===== src/rtl/render_scan_controller_if.sv =====
// render_scan_controller_if: control, credit, pipeline-return and pixel-issue
// signals of the render scan controller, bundled for module ports.
// master: frame host / downstream sink side. slave: the scan controller.
interface render_scan_controller_if;
    logic               start;
    logic               abort;
    logic               credit_return;
    logic [7:0]         res_r;
    logic [7:0]         res_g;
    logic [7:0]         res_b;
    logic               busy;
    logic               done;
    logic signed [10:0] pix_x;
    logic signed [11:0] pix_y;
    logic [7:0]         pix_r;
    logic [7:0]         pix_g;
    logic [7:0]         pix_b;
    logic               pix_valid;
    logic               pipe_valid;
    logic               pipe_last;
    logic [15:0]        frame_count;
    logic [23:0]        checksum;

    modport master (
        output start, abort, credit_return, res_r, res_g, res_b,
        input  busy, done, pix_x, pix_y, pix_r, pix_g, pix_b,
               pix_valid, pipe_valid, pipe_last, frame_count, checksum
    );

    modport slave (
        input  start, abort, credit_return, res_r, res_g, res_b,
        output busy, done, pix_x, pix_y, pix_r, pix_g, pix_b,
               pix_valid, pipe_valid, pipe_last, frame_count, checksum
    );
endinterface


===== src/rtl/render_scan_controller.sv =====
// render_scan_controller: raster-order pixel issue for the shape-render
// pipeline, credit-throttled, with a {valid,last} delay line matched to the
// pipeline latency and a done pulse once the pipeline has drained.
// Optional feature macro: RENDER_CHECKSUM_EN (frame colour checksum of res_*).
module render_scan_controller #(
    parameter int         WIDTH    = 640,
    parameter int         HEIGHT   = 480,
    parameter int         PIPE_LAT = 3,
    parameter int         CREDITS  = 8,
    parameter logic [7:0] BG_R     = 8'h00,
    parameter logic [7:0] BG_G     = 8'h00,
    parameter logic [7:0] BG_B     = 8'h00
) (
    input logic             clk,
    input logic             rst,
    render_scan_controller_if.slave bus
);
    localparam int                CW       = $clog2(CREDITS + 1);
    localparam logic [10:0]       X_LAST   = 11'(WIDTH - 1);
    localparam logic [11:0]       Y_LAST   = 12'(HEIGHT - 1);
    localparam logic [CW-1:0]     CRED_MAX = CW'(CREDITS);
    // Stages that still feed the output; the final stage empties on the done edge.
    localparam logic [PIPE_LAT-1:0] INNER_MASK =
        PIPE_LAT'((64'd1 << (PIPE_LAT - 1)) - 64'd1);

    typedef enum logic [1:0] {IDLE, SCAN, DRAIN} state_t;

    state_t              state, state_next;
    logic [10:0]         x_cnt, x_next;
    logic [11:0]         y_cnt, y_next;
    logic [CW-1:0]       credits;
    logic                issue, tag_last, accept, finish, drained;
    logic                pix_valid_q, pix_last_q;
    logic [10:0]         pix_x_q;
    logic [11:0]         pix_y_q;
    logic                busy_q, done_q;
    logic [15:0]         frame_count_q;
    logic [PIPE_LAT-1:0] dl_valid, dl_last;

    // Pixel register and delay line both empty apart from the stage leaving now.
    assign drained = !pix_valid_q && ((dl_valid & INNER_MASK) == '0);

    // FSM state register
    always_ff @(posedge clk or posedge rst) begin
        if (rst) state <= IDLE;
        else     state <= state_next;
    end

    // Next-state, issue decision and raster counter advance
    always_comb begin
        state_next = state;
        issue      = 1'b0;
        tag_last   = 1'b0;
        accept     = 1'b0;
        finish     = 1'b0;
        x_next     = x_cnt;
        y_next     = y_cnt;
        case (state)
            IDLE: begin
                if (bus.start) begin
                    accept     = 1'b1;
                    state_next = SCAN;
                    x_next     = '0;
                    y_next     = '0;
                end
            end
            SCAN: begin
                if (bus.abort) begin
                    state_next = DRAIN;
                end else if (credits != '0) begin
                    issue = 1'b1;
                    if (x_cnt == X_LAST) begin
                        x_next = '0;
                        if (y_cnt == Y_LAST) begin
                            tag_last   = 1'b1;
                            state_next = DRAIN;
                        end else begin
                            y_next = y_cnt + 12'd1;
                        end
                    end else begin
                        x_next = x_cnt + 11'd1;
                    end
                end
            end
            DRAIN: begin
                if (drained) begin
                    finish     = 1'b1;
                    state_next = IDLE;
                end
            end
            default: state_next = IDLE;
        endcase
    end

    // Registered outputs, counters, credits and {valid,last} delay line
    always_ff @(posedge clk or posedge rst) begin
        if (rst) begin
            x_cnt         <= '0;
            y_cnt         <= '0;
            credits       <= CRED_MAX;
            pix_valid_q   <= 1'b0;
            pix_last_q    <= 1'b0;
            pix_x_q       <= '0;
            pix_y_q       <= '0;
            busy_q        <= 1'b0;
            done_q        <= 1'b0;
            frame_count_q <= '0;
            dl_valid      <= '0;
            dl_last       <= '0;
        end else begin
            x_cnt       <= x_next;
            y_cnt       <= y_next;
            pix_valid_q <= issue;
            pix_last_q  <= tag_last;
            if (issue) begin
                pix_x_q <= x_cnt;
                pix_y_q <= y_cnt;
            end
            if (issue && !bus.credit_return)
                credits <= credits - 1'b1;
            else if (!issue && bus.credit_return && credits != CRED_MAX)
                credits <= credits + 1'b1;
            // busy lags entry to SCAN by one cycle and drops together with done
            busy_q <= (state != IDLE) && (state_next != IDLE);
            done_q <= finish;
            if (finish) frame_count_q <= frame_count_q + 16'd1;
            dl_valid <= PIPE_LAT'({dl_valid, pix_valid_q});
            dl_last  <= PIPE_LAT'({dl_last, pix_last_q});
        end
    end

    assign bus.busy        = busy_q;
    assign bus.done        = done_q;
    assign bus.pix_x       = pix_x_q;
    assign bus.pix_y       = pix_y_q;
    assign bus.pix_r       = BG_R;
    assign bus.pix_g       = BG_G;
    assign bus.pix_b       = BG_B;
    assign bus.pix_valid   = pix_valid_q;
    assign bus.pipe_valid  = dl_valid[PIPE_LAT-1];
    assign bus.pipe_last   = dl_last[PIPE_LAT-1];
    assign bus.frame_count = frame_count_q;

`ifdef RENDER_CHECKSUM_EN
    logic [23:0] checksum_q;

    // Frame colour checksum: cleared on accepted start, sums valid results
    always_ff @(posedge clk or posedge rst) begin
        if (rst)
            checksum_q <= '0;
        else if (accept)
            checksum_q <= '0;
        else if (dl_valid[PIPE_LAT-1])
            checksum_q <= checksum_q + {bus.res_r, bus.res_g, bus.res_b};
    end

    assign bus.checksum = checksum_q;
`else
    logic unused_res;
    assign unused_res   = ^{bus.res_r, bus.res_g, bus.res_b, accept};
    assign bus.checksum = '0;
`endif
endmodule

===== src/flat_wrapper.sv =====
// flat-port wrapper written by rule: the top's interface ports become plain ports
module render_scan_controller_flat 
#(
    parameter int         WIDTH    = 640,
    parameter int         HEIGHT   = 480,
    parameter int         PIPE_LAT = 3,
    parameter int         CREDITS  = 8,
    parameter logic [7:0] BG_R     = 8'h00,
    parameter logic [7:0] BG_G     = 8'h00,
    parameter logic [7:0] BG_B     = 8'h00
)
  (clk, rst, bus_start, bus_abort, bus_credit_return, bus_res_r, bus_res_g, bus_res_b, bus_busy, bus_done, bus_pix_x, bus_pix_y, bus_pix_r, bus_pix_g, bus_pix_b, bus_pix_valid, bus_pipe_valid, bus_pipe_last, bus_frame_count, bus_checksum);
  render_scan_controller_if bus_i ();
  input logic clk;
  input logic rst;
  input wire logic [$bits(bus_i.start)-1:0] bus_start;
  input wire logic [$bits(bus_i.abort)-1:0] bus_abort;
  input wire logic [$bits(bus_i.credit_return)-1:0] bus_credit_return;
  input wire logic [$bits(bus_i.res_r)-1:0] bus_res_r;
  input wire logic [$bits(bus_i.res_g)-1:0] bus_res_g;
  input wire logic [$bits(bus_i.res_b)-1:0] bus_res_b;
  output wire logic [$bits(bus_i.busy)-1:0] bus_busy;
  output wire logic [$bits(bus_i.done)-1:0] bus_done;
  output wire logic [$bits(bus_i.pix_x)-1:0] bus_pix_x;
  output wire logic [$bits(bus_i.pix_y)-1:0] bus_pix_y;
  output wire logic [$bits(bus_i.pix_r)-1:0] bus_pix_r;
  output wire logic [$bits(bus_i.pix_g)-1:0] bus_pix_g;
  output wire logic [$bits(bus_i.pix_b)-1:0] bus_pix_b;
  output wire logic [$bits(bus_i.pix_valid)-1:0] bus_pix_valid;
  output wire logic [$bits(bus_i.pipe_valid)-1:0] bus_pipe_valid;
  output wire logic [$bits(bus_i.pipe_last)-1:0] bus_pipe_last;
  output wire logic [$bits(bus_i.frame_count)-1:0] bus_frame_count;
  output wire logic [$bits(bus_i.checksum)-1:0] bus_checksum;
  assign bus_i.start = bus_start;
  assign bus_i.abort = bus_abort;
  assign bus_i.credit_return = bus_credit_return;
  assign bus_i.res_r = bus_res_r;
  assign bus_i.res_g = bus_res_g;
  assign bus_i.res_b = bus_res_b;
  assign bus_busy = bus_i.busy;
  assign bus_done = bus_i.done;
  assign bus_pix_x = bus_i.pix_x;
  assign bus_pix_y = bus_i.pix_y;
  assign bus_pix_r = bus_i.pix_r;
  assign bus_pix_g = bus_i.pix_g;
  assign bus_pix_b = bus_i.pix_b;
  assign bus_pix_valid = bus_i.pix_valid;
  assign bus_pipe_valid = bus_i.pipe_valid;
  assign bus_pipe_last = bus_i.pipe_last;
  assign bus_frame_count = bus_i.frame_count;
  assign bus_checksum = bus_i.checksum;
  render_scan_controller #(.WIDTH(WIDTH), .HEIGHT(HEIGHT), .PIPE_LAT(PIPE_LAT), .CREDITS(CREDITS), .BG_R(BG_R), .BG_G(BG_G), .BG_B(BG_B)) u_core (.clk(clk), .rst(rst), .bus(bus_i));
endmodule

===== config.mk =====
export PLATFORM = sky130hd
export DESIGN_NAME = render_scan_controller_flat
export DESIGN_NICKNAME = d
export VERILOG_FILES = /design/src/rtl/render_scan_controller_if.sv /design/src/rtl/render_scan_controller.sv /design/src/flat_wrapper.sv
export SDC_FILE = /design/constraint.sdc
export NUM_CORES = 1
export LEC_CHECK = 0
export BUFFER_PORTS_ARGS = -buffer_cell sky130_fd_sc_hd__buf_4
export CAP_MARGIN = 20
export CORE_ASPECT_RATIO = 1.1
export CORE_MARGIN = 2
export CORE_UTILIZATION = 40
export DETAILED_ROUTE_END_ITERATION = 6
export PLACE_DENSITY = 0.68
export SLEW_MARGIN = 20
export SYNTH_ARGS = -nofsm -noshare
export SYNTH_HDL_FRONTEND = slang
export SYNTH_SLANG_ARGS = --single-unit
export TNS_END_PERCENT = 5

===== constraint.sdc =====
create_clock -name clk -period 3.1 [get_ports clk]
set_input_delay 0.465 -clock clk [delete_from_list [all_inputs] [get_ports clk]]
set_output_delay 0.465 -clock clk [all_outputs]
set_load 0.02 [all_outputs]

==> impl_metrics.py <==
metrics = {
    "critical_path": {
        "critical_path.endpoint_type": "flop",
        "critical_path_class": "reg2reg",
        "worstPathArrival_ns": 2.83,
        "critPathLaunchType": "flop",
        "crit_fanout": 5,
        "crit_required_ns": 3.37,
    },
    "cts": {
        "clkSlewWorstSetupHoldPaths_ns": 0.08,
        "cts_root_buffer": "clkbuf_8",
        "hold_buffers": 0,
        "cts_inserted_buffers": 9,
        "cts_resized": 0,
        "clockBufferDepth": 2,
        "htreeDepth": 3,
        "cts_setup_buffers": 0,
        "clk_latency_ns": 0.35,
        "cts_sinks": 78,
        "cts_tree": "built",
    },
    "global_route": {
        "gr-usage-met1_pct": 19.13,
        "grt_pass1_vias": 2706,
        "grt_pass1_wl_um": 12600,
        "use_met2_pct": 24.24,
        "use_met3_pct": 3.716,
        "busiest_layer": "met2",
        "grt_max_degree": 34,
        "overflow": 0,
        "antenna_found_initial": 0,
        "grtUsageTotal_pct": 14.85,
    },
    "routing": {
        "ant_nets": 0,
        "drc_errors": 0,
        "routedWlPerCell_um": 12.94,
        "drt_iter0_markers": 146,
        "wl_um": 7443,
        "detail_route.vias_per_cell": 4.828,
        "first_pass_iters": 4,
        "vias": 2776,
    },
    "sta": {
        "worstMarginPinSlew_ns": 0.7334,
        "fin_skew_ns": 0.01080,
        "setup_viol": 0,
        "fin_crit_sh_pct": 82.27,
        "fin_crit_ns": 2.550,
        "hold_viol": 0,
        "fmaxAchievable_mhz": 392.1,
        "fin_setup_tns_ns": 0,
        "relSlewSlack_pct": 50.65,
        "rsz0062_at_grt": "false",
        "maxSlewViolCount": 0,
    },
    "job": {
        "maxCapViolCount": 0,
    },
    "power": {
        "p_switching_uw": 1131,
        "power.internal_uw": 1957,
        "ir_drop_mv": 0.2644,
        "total_power_uw": 3088,
        "clockPowerShare_pct": 26.8,
        "swShare_pct": 36.61,
        "leakagePower_uw": 0.002196,
        "p_per_area_nw_per_um2": 707.3,
        "comb_power_share_pct": 30.1,
        "power_frac_seq_pct": 43.1,
    },
    "synth": {
        "synth_flop_cell": "dfrtp_1",
        "synth-seq-area-share_pct": 50.91,
        "yosys.cell_types.count": 43,
        "synth.avg_cell_area_um2": 9.614,
        "yosys_warnings": 0,
        "synth_edf_count": 0,
        "async_reset_ff_share_pct": 100.0,
        "syn_area_um2": 3836,
        "syn_inst": 399,
        "ys_ff_latch": 78,
    },
    "floorplanning": {
        "fp.dieW_um": 97.38,
        "num_rows": 37,
        "die_area_um2": 10390,
        "start_util_pct": 41.02,
        "pin_count": 121,
        "die_h_um": 106.7,
        "core_region_area_um2": 9351,
    },
    "placement": {
        "dpl.hpwl_um": 5313,
        "place.gp.congestion": 0.8391,
        "io_buffers": 48,
    },
    "cells_and_area": {
        "final_cell_mix": "nand2_1, dfrtp_1, buf_4",
        "nFillCells": 897,
        "area_delta_synth_final_pct": 13.80,
        "nNetsFinal": 488,
        "n_antenna_cell": 0,
        "drive_above_1_share_pct": 16.59,
        "final_common_cell": "nand2_1",
    },
    "status": {
        "status": "complete, no violations",
    },
    "worst_hold_path": {
        "hold_path_class": "in2async",
    },
}
## worst max-delay path, cell delays in order, from the launching register on
cell      delay (ns)
dfrtp_1         0.43
nor4_1          0.68
or3_1           0.26
inv_2           0.06
ha_1            0.27
a21o_1          0.18
a21oi_1         0.25
nand3b_1        0.17
a21o_1          0.12
nand3_1         0.07
## kinds of logic (layout without fill, tap and decap cells)
kind of cell	Yosys count	in the layout	share of synthesized area [%]
AND/OR/NAND/NOR	184	184	22.86
flip-flops	78	78	50.91
buffers and inverters	63	75	11.06
AO/OA/AOI/OAI	40	40	6.589
XOR/XNOR	24	24	5.479
adder cells (fa/ha/maj)	6	6	2.153
multiplexers	3	3	0.8480
other	1	48	0.09775
## registers in the layout, summed over array words and instances, names as in the netlist
signal,cells
u_core.bus.busy,1
u_core.x_cnt,11
u_core.bus.pix_valid,1
u_core.bus.frame_count,16
u_core.state,2
u_core.bus.pix_y,12
u_core.dl_valid,3
u_core.bus.pix_x,11
u_core.credits,4
u_core.pix_last_q,1
u_core.y_cnt,12
u_core.dl_last,3
u_core.bus.done,1
## synthesized netlist by cell type, types with 2 or more instances
master	instances	area share, %
a21o_1	4	0.78
a21oi_1	14	1.8
and2_1	3	0.49
and3_1	4	0.65
and4_1	5	1.1
buf_1	2	0.20
buf_4	48	9.4
clkbuf_1	5	0.49
dfrtp_1	77	50
ha_1	5	1.6
inv_1	5	0.49
inv_2	2	0.20
nand2_1	93	9.1
nand2b_1	3	0.49
nand3_1	17	2.2
nand3b_1	2	0.39
nand4_1	9	1.5
nor2_1	16	1.6
nor3_1	11	1.4
nor3b_1	2	0.39
nor4_1	2	0.33
nor4b_1	2	0.46
o21ai_0	5	0.65
o21ai_1	10	1.3
o31ai_1	3	0.59
or3_1	9	1.5
or4_1	3	0.59
xnor2_1	16	3.7
xor2_1	8	1.8
## routing by layer
metal	vias up	share of wire, %
met1	1335	46
met4	0	1.3
met3	6	4.9
li1	1360	-
met5	-	0
met2	75	48
## through the flow
step                      instance area [µm²]  instances  setup WS, ns  hold slack (ns)  util, %
final                                    4365        575        0.5496           0.2332    46.68
after detailed placement                 4151        559        0.4692           0.3363    44.39
after global routing                     4365        575        0.4070           0.2800    46.68
after global placement                   4151        559        0.5403           0.3476    44.39
after CTS                                4365        575        0.5553           0.2480    46.68
after floorplan                          4013        446        0.6416           0.3312        -
## power groups by stage
| stage | Clock, µW | Sequential [µW] | Combinational (µW) |
|---|---|---|---|
| 2_1_floorplan | 0 | 1400 | 643 |
| 3_3_place_gp | 0 | 1340 | 907 |
| 3_5_place_dp | 0 | 1350 | 939 |
| 4_1_cts | 845 | 1330 | 946 |
| 5_1_grt | 890 | 1360 | 1030 |
| 6_report | 826 | 1330 | 931 |
## layout make-up
class | instances | area, µm² | area share [%]
clock inverters | 6 | 86.33 | 1.978
well taps | 117 | 146.4 | 3.353
repair buffers | 52 | 390.4 | 8.942
multi-input cells | 305 | 1635 | 37.46
inverters | 7 | 26.28 | 0.6019
flip-flops and latches | 78 | 1953 | 44.74
clock buffers | 10 | 127.6 | 2.923
## final timing paths
check                                         startpoint                          endpoint  slack, ns  cells past startpoint
max                        u_core.credits[0]$_DFFE_PP0P_     u_core.credits[3]$_DFFE_PP1P_       0.55                      9
min                                                  rst  u_core.bus.pix_x[10]$_DFFE_PP0N_       0.23                      2
max reg2reg                u_core.credits[0]$_DFFE_PP0P_     u_core.credits[3]$_DFFE_PP1P_       0.55                      9
min reg2reg                  u_core.dl_last[1]$_DFF_PP0_       u_core.dl_last[2]$_DFF_PP0_       0.36                      0
max in group asynchronous                            rst   u_core.bus.pix_y[3]$_DFFE_PP0N_       2.06                      3
min in group clk             u_core.dl_last[1]$_DFF_PP0_       u_core.dl_last[2]$_DFF_PP0_       0.36                      0
(Power assumes the default switching activity.)
